[src/rtl/cpu_pkg.sv]
// Shared encodings for the 16-bit RISC core: opcodes, ALU function codes,
// control FSM states, instruction classes and datapath mux selects.
package cpu_pkg;

  localparam logic [3:0] OP_R0   = 4'd0;
  localparam logic [3:0] OP_R1   = 4'd1;
  localparam logic [3:0] OP_R2   = 4'd2;
  localparam logic [3:0] OP_ADDI = 4'd3;
  localparam logic [3:0] OP_ANDI = 4'd4;
  localparam logic [3:0] OP_LW   = 4'd5;
  localparam logic [3:0] OP_LB   = 4'd6;
  localparam logic [3:0] OP_SW   = 4'd7;
  localparam logic [3:0] OP_BR0  = 4'd8;
  localparam logic [3:0] OP_BR1  = 4'd9;
  localparam logic [3:0] OP_BR2  = 4'd10;
  localparam logic [3:0] OP_BR3  = 4'd11;
  localparam logic [3:0] OP_JMP  = 4'd12;
  localparam logic [3:0] OP_CALL = 4'd13;
  localparam logic [3:0] OP_RET  = 4'd14;
  localparam logic [3:0] OP_SV   = 4'd15;

  localparam logic [4:0] ALU_ADD  = {OP_R1, 1'b0};
  localparam logic [4:0] ALU_LBS  = {OP_LB, 1'b1};
  localparam logic [4:0] ALU_LBU  = {OP_LB, 1'b0};

  typedef enum logic [2:0] {
    S_IDLE, S_FETCH, S_DECODE, S_EXEC, S_MEM, S_WB
  } state_t;

  typedef enum logic [2:0] {
    C_RTYPE, C_IMM, C_LOAD, C_STORE, C_BRANCH, C_JUMP, C_CALL, C_RET
  } op_class_t;

  typedef enum logic [1:0] {SRCB_RS2 = 2'd0, SRCB_IMM = 2'd1, SRCB_JOFF = 2'd2} srcb_t;
  typedef enum logic [1:0] {PC_PLUS2 = 2'd0, PC_BRANCH = 2'd1, PC_ALU = 2'd2} pcsrc_t;
  typedef enum logic [1:0] {WB_ALU = 2'd0, WB_MEM = 2'd1, WB_PC = 2'd2} wbsrc_t;

  // Only LB and branches pass the mode bit to the ALU; it is zero otherwise.
  function automatic logic [4:0] alu_code(input logic [3:0] op, input logic mode);
    logic m;
    m = ((op == OP_LB) || (op >= OP_BR0 && op <= OP_BR3)) ? mode : 1'b0;
    return {op, m};
  endfunction

endpackage

[src/rtl/ctrl_class_decode.sv]
// Maps a 4-bit opcode to the instruction class the control FSM sequences on.
module ctrl_class_decode
  import cpu_pkg::*;
(
  input  logic [3:0] op,
  output op_class_t  cls
);

  always_comb begin
    cls = C_RTYPE;
    case (op)
      OP_R0, OP_R1, OP_R2:            cls = C_RTYPE;
      OP_ADDI, OP_ANDI:               cls = C_IMM;
      OP_LW, OP_LB:                   cls = C_LOAD;
      OP_SW, OP_SV:                   cls = C_STORE;
      OP_BR0, OP_BR1, OP_BR2, OP_BR3: cls = C_BRANCH;
      OP_JMP:                         cls = C_JUMP;
      OP_CALL:                        cls = C_CALL;
      OP_RET:                         cls = C_RET;
      default:                        cls = C_RTYPE;
    endcase
  end

endmodule

[src/rtl/multicycle_control.sv]
// Multicycle control FSM: sequences fetch/decode/execute/memory/write-back
// and drives the ALU function code, datapath strobes and mux selects.
module multicycle_control
  import cpu_pkg::*;
#(
  parameter int RETIRE_W = 16
) (
  input  logic                clk,
  input  logic                rst_n,
  input  logic                run,
  input  logic [15:0]         instr,
  input  logic                mem_ready,
  input  logic                take_branch,
  output logic [4:0]          alu_func,
  output logic [1:0]          alu_src_b,
  output logic                addr_src,
  output logic                mem_read,
  output logic                mem_write,
  output logic                mem_byte,
  output logic                mem_signed,
  output logic                ir_write,
  output logic                pc_write,
  output logic [1:0]          pc_src,
  output logic                reg_write,
  output logic [1:0]          wb_src,
  output logic                link_dst,
  output logic                busy,
  output logic [RETIRE_W-1:0] retired
);

  state_t    state, state_nx;
  logic [3:0] op;
  logic       mode;
  op_class_t  cls;
  logic       retire, latch;

  ctrl_class_decode u_cls (.op(op), .cls(cls));

  always_ff @(posedge clk or negedge rst_n) begin
    if (!rst_n) begin
      state   <= S_IDLE;
      op      <= '0;
      mode    <= 1'b0;
      retired <= '0;
    end else begin
      state <= state_nx;
      if (latch) begin
        op   <= instr[15:12];
        mode <= instr[11];
      end
      if (retire) retired <= retired + 1'b1;
    end
  end

  always_comb begin
    state_nx   = state;
    latch      = 1'b0;
    retire     = 1'b0;
    alu_func   = '0;
    alu_src_b  = SRCB_RS2;
    addr_src   = 1'b0;
    mem_read   = 1'b0;
    mem_write  = 1'b0;
    mem_byte   = 1'b0;
    mem_signed = 1'b0;
    ir_write   = 1'b0;
    pc_write   = 1'b0;
    pc_src     = PC_PLUS2;
    reg_write  = 1'b0;
    wb_src     = WB_ALU;
    link_dst   = 1'b0;
    busy       = (state != S_IDLE);
    // The function code stays on the ALU from decode until the instruction ends.
    if (state inside {S_DECODE, S_EXEC, S_MEM, S_WB}) alu_func = alu_code(op, mode);

    case (state)
      S_IDLE: if (run) state_nx = S_FETCH;
      S_FETCH: begin
        mem_read = 1'b1;
        if (mem_ready) begin
          ir_write = 1'b1;
          pc_write = 1'b1;
          latch    = 1'b1;
          state_nx = S_DECODE;
        end
      end
      S_DECODE: state_nx = S_EXEC;
      S_EXEC: begin
        case (cls)
          C_RTYPE: state_nx = S_WB;
          C_IMM: begin
            alu_src_b = SRCB_IMM;
            state_nx  = S_WB;
          end
          C_LOAD: begin
            alu_src_b = SRCB_IMM;
            state_nx  = S_MEM;
          end
          C_STORE: begin
            // Sv addresses through the ALU without an immediate offset.
            alu_src_b = (op == OP_SW) ? SRCB_IMM : SRCB_RS2;
            state_nx  = S_MEM;
          end
          C_BRANCH: begin
            pc_write = take_branch;
            pc_src   = PC_BRANCH;
            retire   = 1'b1;
            state_nx = S_FETCH;
          end
          C_JUMP, C_CALL: begin
            alu_src_b = SRCB_JOFF;
            pc_write  = 1'b1;
            pc_src    = PC_ALU;
            reg_write = (cls == C_CALL);
            wb_src    = (cls == C_CALL) ? WB_PC : WB_ALU;
            link_dst  = (cls == C_CALL);
            retire    = 1'b1;
            state_nx  = S_FETCH;
          end
          C_RET: begin
            pc_write = 1'b1;
            pc_src   = PC_ALU;
            retire   = 1'b1;
            state_nx = S_FETCH;
          end
          default: state_nx = S_FETCH;
        endcase
      end
      S_MEM: begin
        addr_src = 1'b1;
        if (cls == C_LOAD) begin
          mem_read   = 1'b1;
          mem_byte   = (op == OP_LB);
          mem_signed = (op == OP_LB) && mode;
        end else begin
          mem_write = 1'b1;
        end
        if (mem_ready) begin
          if (cls == C_LOAD) begin
            state_nx = S_WB;
          end else begin
            retire   = 1'b1;
            state_nx = S_FETCH;
          end
        end
      end
      S_WB: begin
        reg_write = 1'b1;
        wb_src    = (cls == C_LOAD) ? WB_MEM : WB_ALU;
        retire    = 1'b1;
        state_nx  = S_FETCH;
      end
      default: state_nx = S_IDLE;
    endcase
  end

endmodule
[config.mk]
export PLATFORM = sky130hd
export DESIGN_NAME = multicycle_control
export DESIGN_NICKNAME = d
export VERILOG_FILES = /design/src/rtl/cpu_pkg.sv /design/src/rtl/ctrl_class_decode.sv /design/src/rtl/multicycle_control.sv
export SDC_FILE = /design/constraint.sdc
export NUM_CORES = 1
export LEC_CHECK = 0
export CORE_ASPECT_RATIO = 0.5
export CORE_UTILIZATION = 35
export CTS_CLUSTER_SIZE = 25
export DETAILED_ROUTE_END_ITERATION = 6
export MAX_ROUTING_LAYER = met4
export PLACE_DENSITY = 0.74
export SLEW_MARGIN = 10
export SYNTH_ARGS = -nofsm -noshare
export SYNTH_HDL_FRONTEND = slang
export SYNTH_SLANG_ARGS = --single-unit
export TNS_END_PERCENT = 20
[constraint.sdc]
create_clock -name clk -period 2.7 [get_ports clk]
set_input_delay 0.27 -clock clk [delete_from_list [all_inputs] [get_ports clk]]
set_output_delay 0.27 -clock clk [all_outputs]
set_load 0.01 [all_outputs]
==> reports/metrics.cfg, run 1 <==
[run_status]
outcome=complete, no violations

[power]
seqPwrFrac=0.310
p_clk_frac=0.161
p_per_area_nw_per_um2=929.5
comb_power_share=0.529
p_leak_nw=0.8463
switching_power_mw=0.7715
vdd_ir_drop_max_v=0.0003871
switching_share=0.3912
total_power_mw=1.972
internal-power_mw=1.201

[yosys]
ys_seq_area_frac=0.4096
yosysWarnings=0
synth_edf_count=0
syn_area_um2=1466
ys_ff_latch=24
async_flop_share=1.000
ys_types=40
ys_top_cells_by_area=dfrtp_1 (41%), xor2_1 (7.2%), ha_1 (4.3%), nor3_2 (3.4%), nor4b_2 (3.1%)
syn_nets=171
synth_top_area_cell=dfrtp_1
synth_ff_type=dfrtp_1
synth_top_cell_area_share=0.4096
syn_inst=145
synth.avg_cell_area_um2=10.11

[timing]
finalCritPeriodShare=0.9498
whs_ns=0.3494
slew_headroom=0.7500
worstMarginPinSlew_ns=0.3655
fin_crit_ns=2.564
fmax_mhz=390.0
tns_ns=0
setup_violations=0
maxSlewViolCount=0
clock_skew_ns=0.006718
timing.final.ws_setup_ns=0.1356
final_hold_viol_count=0

[global_route]
antenna_found_initial=0
grt_max_degree=25
grt.total_usage=0.1432
gr-total-overflow=0
grt_pass1_vias=1015
grt_first_pass_wirelength_mm=4.719

[clock_tree]
cts_max_level=1
cts_buffers=3
cts_tree=built
cts_buffer_depth=2
cts_sinks=24
root_buffer=clkbuf_8
postCtsHoldBufs=0
clk_latency_ns=0.27
clk_pin_slew_ns=0.09

[critical_path]
path_class=reg -> out
cp.arrival_ns=2.29
critPathMaxStageDelay_ns=0.53
r2r_slack_ns=0.62
slowest_stage=clkdlybuf4s50_1
crit_chain=inv_2 > ha_2 > nand3_1 > a21oi_4 > inv_1 > nor3_2 > and2_1 > clkdlybuf4s50_1
critPathCaptureType=output pin
cp.required_ns=2.43
regToRegStartpoint=op[0]
crit_start=op[1]
cp-start-kind=register
cp_max_fo=5

[floorplanning]
die_w_um=93.54
core_region_area_um2=3964
num_rows=16
ios=58
dieArea_um2=4468
initial_core_util=0.3699
fp.dieH_um=47.77

[route]
vias=1199
vias_per_cell=4.796
drt-pass1-iter-count=4
drc=0
detail_route.iter0.violations=16
ant_nets=0
wl_per_cell_um=12.48
wirelength_mm=3.121

[worst_hold_path]
hold_path_class=in -> async

[placement]
port_buffers=46
place_congestion=0.7593
dp_hpwl_mm=2.270
place_ws_ns=0.1330

[cells_and_area]
seq_area_um2=600.6
fin_nets=223
n_antenna_cell=0
fill_cells=373
layout-area-overhead-vs-synth_pct=44.71
multiInputGateArea_um2=848.3
drive_above_1_share=0.1684

[job]
cap_violations=0

area by class of cell:
type                            instances  area share
Multi-Input combinational cell        107      0.3998
Inverter                               10     0.01769
Tap cell                               54     0.03184
Timing Repair Buffer                   51      0.2341
Clock inverter                          1     0.01415
Clock buffer                            3     0.01946
Sequential cell                        24      0.2830
repair_timing:
item                                    in CTS  in global routing
endpoints found under the setup margin       2                  7
gates resized for setup                      4                  7
pin swaps                                    0                  1
setup buffers                                0                  3
sequential cells by signal, indices dropped and copies added (netlist names):
name,count
op,4
retired,16
mode,1
state,3
cell usage in the layout (no fill, tap or decap), drive strengths merged, types with 3 or more instances in the layout:
master / count
nor3b: 4
nand3b: 3
xnor2: 4
xor2: 12
clkbuf: 3
inv: 9
nand2b: 8
nor3: 10
nor4b: 3
and2: 5
ha: 5
nand3: 6
mux2: 3
dfrtp: 24
buf: 5
o21ai: 6
nor2: 9
a21oi: 4
nand2: 9
clkdlybuf4s50: 45
final timing paths:
check | endpoint | cells past startpoint
max | mem_signed | 8
min | retired[14] | 2
max reg2reg | retired[11] | 8
min reg2reg | retired[15] | 1
max in group asynchronous | retired[12] | 2
min in group clk | retired[15] | 1
stage by stage:
step,instances,utilization,instance area (um2)
global route,250,0.5354,2122
detailed placement,243,0.5003,1983
global placement,243,0.5003,1983
CTS,247,0.5221,2069
floorplan,145,-,1466
finish,250,0.5354,2122
Yosys cell counts (3+ instances only):
| master | instances |
|---|---|
| a21oi_1 | 3 |
| and2_1 | 5 |
| buf_2 | 3 |
| dfrtp_1 | 24 |
| ha_1 | 5 |
| inv_1 | 8 |
| mux2_1 | 3 |
| nand2_1 | 9 |
| nand2b_1 | 7 |
| nand3_1 | 6 |
| nor2_1 | 9 |
| nor3_1 | 5 |
| nor3_2 | 5 |
| nor4b_2 | 3 |
| o21ai_0 | 6 |
| xnor2_1 | 4 |
| xor2_1 | 12 |
power groups by stage:
stage	logic, mW	clock network (mW)	registers (mW)
final	1.04	0.317	0.611
after global routing	1.15	0.338	0.635
after CTS	0.967	0.328	0.603
after detailed placement	0.931	0	0.608
after global placement	0.915	0	0.600
after floorplan	0.611	0	0.561
logic make-up (layout without fill, tap and decap cells):
family          after synthesis  after routing  synth area share
mux                           5              5           0.03669
flops                        24             24            0.4096
buf+inv                      14             65           0.04351
xor+xnor                     16             16           0.09556
simple gates                 63             63            0.2841
compound gates               18             18           0.08790
fa+ha+maj                     5              5           0.04266
routing by layer:
layer	wire [um]	vias up	global-route usage
met5	0	-	-
met4	0	0	0.01846
met3	112	0	0.02381
met2	1502	23	0.2471
met1	1506	573	0.1871
li1	-	603	-
worst max-delay path: cells and delay by family, from the launching register on:
family	cells	cell delay, ns
adders and majority gates	1	0.21
and+or+nand+nor	3	0.46
AOI/OAI and AO/OA	1	0.22
buffers and inverters	3	0.73
DFF	1	0.42
Power figures use the tool's default switching activity.
==> inputs of run 2 (changes only) <==
--- a/config.mk
+++ b/config.mk
@@ -5,12 +5,13 @@
 export SDC_FILE = /design/constraint.sdc
 export NUM_CORES = 1
 export LEC_CHECK = 0
-export CORE_ASPECT_RATIO = 0.5
-export CORE_UTILIZATION = 35
+export CAP_MARGIN = 20
+export CORE_ASPECT_RATIO = 1.5
+export CORE_UTILIZATION = 45
 export CTS_CLUSTER_SIZE = 25
 export DETAILED_ROUTE_END_ITERATION = 6
 export MAX_ROUTING_LAYER = met4
-export PLACE_DENSITY = 0.74
+export PLACE_DENSITY = 0.9
 export SLEW_MARGIN = 10
 export SYNTH_ARGS = -nofsm -noshare
 export SYNTH_HDL_FRONTEND = slang
==> run 2 against run 1 <==
Cell count decreased by 6.8%. Global-route usage is 5.6 points higher. Cell area shrank 3.4%. Critical endpoint is now pc_src[1]. Sequential share of layout area rose by 0.98 points. Combinational power down 7%. Sequential cell count unchanged. Critical path type unchanged. Fmax is 0.61% lower. Worst setup slack got worse by 0.016 ns. Routed wire length is 1.3% lower. Clock power decreased by 25%.
==> reports/metrics.cfg, run 2 (synthesized netlist as in run 1, its figures left out) <==
[clock_tree]
cts_max_level=1
cts_sinks=24
cts_tree=built
postCtsHoldBufs=0
cts_buffers=3
root_buffer=clkbuf_8
clk_pin_slew_ns=0.08
cts_buffer_depth=2
clk_latency_ns=0.26

[floorplanning]
num_rows=25
initial_core_util=0.4688
core_region_area_um2=3128
dieArea_um2=3496
fp.dieH_um=71.92
die_w_um=48.61
ios=58

[timing]
fin_crit_ns=2.580
clock_skew_ns=0.002826
fmax_mhz=387.6
slew_headroom=0.7533
tns_ns=0
maxSlewViolCount=0
worstMarginPinSlew_ns=0.3608
setup_violations=0
finalCritPeriodShare=0.9556
final_hold_viol_count=0

[cells_and_area]
fin_util=0.6556
fin_nets=220
layout-area-overhead-vs-synth_pct=39.85
most-common-layout-cells=clkdlybuf4s50_1 (43), dfrtp_1 (24), xor2_1 (12)
final_common_cell=clkdlybuf4s50_1
final_area_um2=2051
instances_no_fill=233
top_regs=retired: 16 flops, op: 4 flops, state: 3 flops
top_register=retired
drive_above_1_share=0.1347
largest_reg_flops=16
fill_cells=264
n_antenna_cell=0

[route]
wirelength_mm=3.079
vias=1195
drt-pass1-iter-count=4
ant_nets=0
wl_per_cell_um=13.21
detail_route.iter0.violations=16
vias_per_cell=5.129
drc=0

[global_route]
grt_first_pass_wirelength_mm=5.209
met3_usage=0.02516
grt_use_met1=0.1967
grt_pass1_vias=1207
gr-total-overflow=0
antenna_found_initial=0
grt.total_usage=0.1993
gr-usage-met2=0.3765
grt_max_degree=25
top_usage_layer=met2

[critical_path]
cp.required_ns=2.43
crit_start=op[0]
rr_endpoint=retired[9]
regToRegStartpoint=op[1]
cp_max_fo=4
cp.arrival_ns=2.31
critPathCaptureType=output pin
cp-start-kind=register
r2r_slack_ns=0.66
path_class=reg -> out
critical_path.endpoint=pc_src[1]
r2r_cells=7

[run_status]
outcome=complete, no violations

[job]
cap_violations=0

[placement]
dp_hpwl_mm=2.385
placed_cell_area_um2=1966
place_congestion=0.8274
place_inst=229
port_buffers=46

[power]
p_leak_nw=0.8658
vdd_ir_drop_max_v=0.0005697
p_per_area_nw_per_um2=882.6

[worst_hold_path]
hold_path_class=in -> async

[run 2: cell types whose count changed in the layout (fill, tap and decap cells not counted), sizes merged]
cell	previous run	this run
buf	5	2
clkdlybuf4s50	45	43
dlymetal6s2s	0	2
bufinv	1	0
clkbuf	3	4
[run 2: layout make-up]
class,count,area (um2),share of cell area
well taps,40,50.05,0.02441
repair buffers,48,479.2,0.2337
multi-input cells,107,828.3,0.4039
flip-flops and latches,24,600.6,0.2929
clock buffers,4,55.05,0.02685
inverters,10,37.54,0.01830
[run 2: repair_timing]
action                                  in CTS  in global routing
setup buffers                                0                  0
hold endpoints to repair                     0                  0
resized for setup                            2                  6
endpoints found under the setup margin       1                  4
cloned                                       0                  0
[run 2: metal layers]
layer / up-vias / share of wire
li1: 592 / -
met3: 4 / 0.039
met1: 561 / 0.38
met5: - / 0
met2: 38 / 0.56
met4: 0 / 0.015
[run 2: worst min-delay path by stage]
stage,startpoint,to,slack [ns],cells past startpoint
floorplan,rst_n,mode,-0.03,0
global placement,retired[15],retired[15],0.46,1
detailed placement,retired[15],retired[15],0.46,1
CTS,rst_n,retired[3],0.36,2
global route,rst_n,retired[3],0.39,2
finish,rst_n,retired[3],0.36,2
[run 2: where the power goes]
part	internal, mW	switching [mW]
registers	0.457	0.146
logic	0.499	0.471
clock network	0.130	0.107
[run 2: critical path: stages, from the launching register on]
cell             delay [ns]
dfrtp_1                0.39
inv_1                  0.08
ha_1                   0.32
mux2i_2                0.24
nand2b_4               0.19
a21o_1                 0.16
nor2b_1                0.14
clkdlybuf4s50_1        0.54
[run 2: per-stage QoR]
step	worst slack, ns	hold slack (ns)	power (mW)
final	0.1199	0.3567	1.810
after global routing	-0.02853	0.3873	1.955
after CTS	0.01962	0.3567	1.789
after detailed placement	0.1435	0.4581	1.533
after global placement	0.2152	0.4557	1.512
after floorplan	0.5872	-0.02559	1.171
==> inputs of run 3 (changes only) <==
--- a/config.mk
+++ b/config.mk
@@ -5,13 +5,14 @@
 export SDC_FILE = /design/constraint.sdc
 export NUM_CORES = 1
 export LEC_CHECK = 0
-export CAP_MARGIN = 20
+export CAP_MARGIN = 0
 export CORE_ASPECT_RATIO = 1.5
 export CORE_UTILIZATION = 45
 export CTS_CLUSTER_SIZE = 25
 export DETAILED_ROUTE_END_ITERATION = 6
+export DONT_BUFFER_PORTS = 1
 export MAX_ROUTING_LAYER = met4
-export PLACE_DENSITY = 0.9
+export PLACE_DENSITY = 0.67
 export SLEW_MARGIN = 10
 export SYNTH_ARGS = -nofsm -noshare
 export SYNTH_HDL_FRONTEND = slang
==> constraint.sdc (replaced) <==
create_clock -name clk -period 3.34 [get_ports clk]
set_input_delay 0.334 -clock clk [delete_from_list [all_inputs] [get_ports clk]]
set_output_delay 0.334 -clock clk [all_outputs]
set_load 0.01 [all_outputs]
==> run 3 against run 2 <==
Utilization is 16 points lower. Total power is 33% lower. Worst setup slack better by 0.52 ns. Largest power group unchanged. Combinational power is 44% lower.
==> reports/metrics.cfg, run 3 (synthesized netlist as in run 1, its figures left out) <==
[power]
p_per_area_nw_per_um2=781.3
p_leak_nw=0.6372
vdd_ir_drop_max_v=0.0003922

[cells_and_area]
drive_above_1_share=0.1310
top_register=retired
top_regs=retired: 16 flops, op: 4 flops, state: 3 flops
largest_reg_flops=16
layout-area-overhead-vs-synth_pct=5.120
final_common_cell=dfrtp_1
fin_nets=173
n_antenna_cell=0
fin_util=0.4928
most-common-layout-cells=dfrtp_1 (24), xor2_1 (12), nor2_1 (9), nand2_1 (9), inv_1 (8)

[timing]
maxSlewViolCount=0
timing.final.ws_setup_ns=0.6423
final_hold_viol_count=0
clock_skew_ns=0.002988
setup_violations=0
rsz0062_at_grt=no
worstMarginPinSlew_ns=1.002
fmax_mhz=370.7
tns_ns=0
finalCritPeriodShare=0.8077
fin_crit_ns=2.698
whs_ns=0.2049
slew_headroom=0.3295

[clock_tree]
clk_latency_ns=0.26
cts_sinks=24
postCtsHoldBufs=1
post_cts_buffers=0
cts_max_level=1
cts_buffer_depth=2
root_buffer=clkbuf_8
clk_pin_slew_ns=0.08
cts_buffers=3
cts_tree=built
post_cts_resize_count=0

[critical_path]
critPathTopFamily=compound AO/OA/AOI/OAI gates
cp-start-kind=register
crit_buf_inv=2
cp.required_ns=3.01
critPathCaptureType=output pin
path_class=reg -> out
crit_chain=inv_1 > ha_1 > mux2i_1 > nand2b_1 > inv_1 > a2111oi_0
cp_max_fo=4
critPathMaxStageDelay_ns=0.79
cp.arrival_ns=2.36
cpMostUsedCell=inv_1
slowest_stage=a2111oi_0

[global_route]
gr-usage-met2=0.3133
grt.total_usage=0.1756
grt_max_degree=25
top_usage_layer=met2
gr-total-overflow=0
grt_first_pass_wirelength_mm=4.567
grt_use_met1=0.1828
met3_usage=0.02725
antenna_found_initial=0
grt_pass1_vias=1003

[floorplanning]
dieArea_um2=3496
initial_core_util=0.4688
die_w_um=48.61
fp.dieH_um=71.92
num_rows=25
core_region_area_um2=3128
ios=58

[placement]
port_buffers=0
place_ws_ns=0.9385
dp_hpwl_mm=2.182
place_congestion=0.8274

[route]
drt-pass1-iter-count=4
detail_route.iter0.violations=26
vias=1056
ant_nets=0
wirelength_mm=2.812
vias_per_cell=5.708
wl_per_cell_um=15.20
drc=0

[run_status]
outcome=complete, no violations

[worst_hold_path]
hold_path_class=in -> reg

[job]
cap_violations=0

run 3: changes by cell type in the layout (fill, tap and decap cells not counted), sizes merged:
cell	before	now
clkdlybuf4s50	43	0
clkbuf	4	3
dlymetal6s2s	2	0
buf	2	0
dlygate4sd2	1	0
dlygate4sd3	0	1
run 3: worst register-to-register path, cell delays in order (launching register included):
cell	delay [ns]
dfrtp_1	0.41
inv_1	0.11
ha_1	0.18
nand2b_1	0.21
a21oi_2	0.09
o311a_4	0.43
nor4b_2	0.34
xor2_1	0.17
run 3: metrics by stage:
stage               cells  power, mW  cell area (um2)
finish                185      1.204             1541
global placement      181      1.012             1490
global route          185      1.294             1541
CTS                   185      1.211             1541
detailed placement    181      1.042             1490
floorplan             145     0.9468             1466
run 3: final timing paths:
kind	from	to	slack, ns	depth (start not counted)
worst max register to register	op[1]	retired[9]	1.32	7
worst min register to register	mode	mode	0.52	1
worst min-delay path	instr[11]	mode	0.20	1
worst max-delay path	op[0]	alu_src_b[0]	0.64	6
min in group asynchronous	rst_n	retired[8]	0.69	1
max in group asynchronous	rst_n	retired[2]	2.04	1
run 3: layer usage:
| metal | share of wire | vias up |
|---|---|---|
| li1 | - | 496 |
| met1 | 0.39 | 513 |
| met2 | 0.54 | 42 |
| met3 | 0.048 | 5 |
| met4 | 0.021 | 0 |
| met5 | 0 | - |
run 3: layout make-up:
cell class / instances / area [um2]
Fill cell: 292 / 1587
Sequential cell: 24 / 600.6
Tap cell: 40 / 50.05
Inverter: 10 / 37.54
Multi-Input combinational cell: 107 / 802.0
Timing Repair Buffer: 1 / 10.01
Clock buffer: 3 / 41.29
run 3: report_power, final:
group | internal, mW | switching (mW) | total (mW)
clock network | 0.0804 | 0.0806 | 0.161
registers | 0.369 | 0.136 | 0.505
logic | 0.208 | 0.330 | 0.538
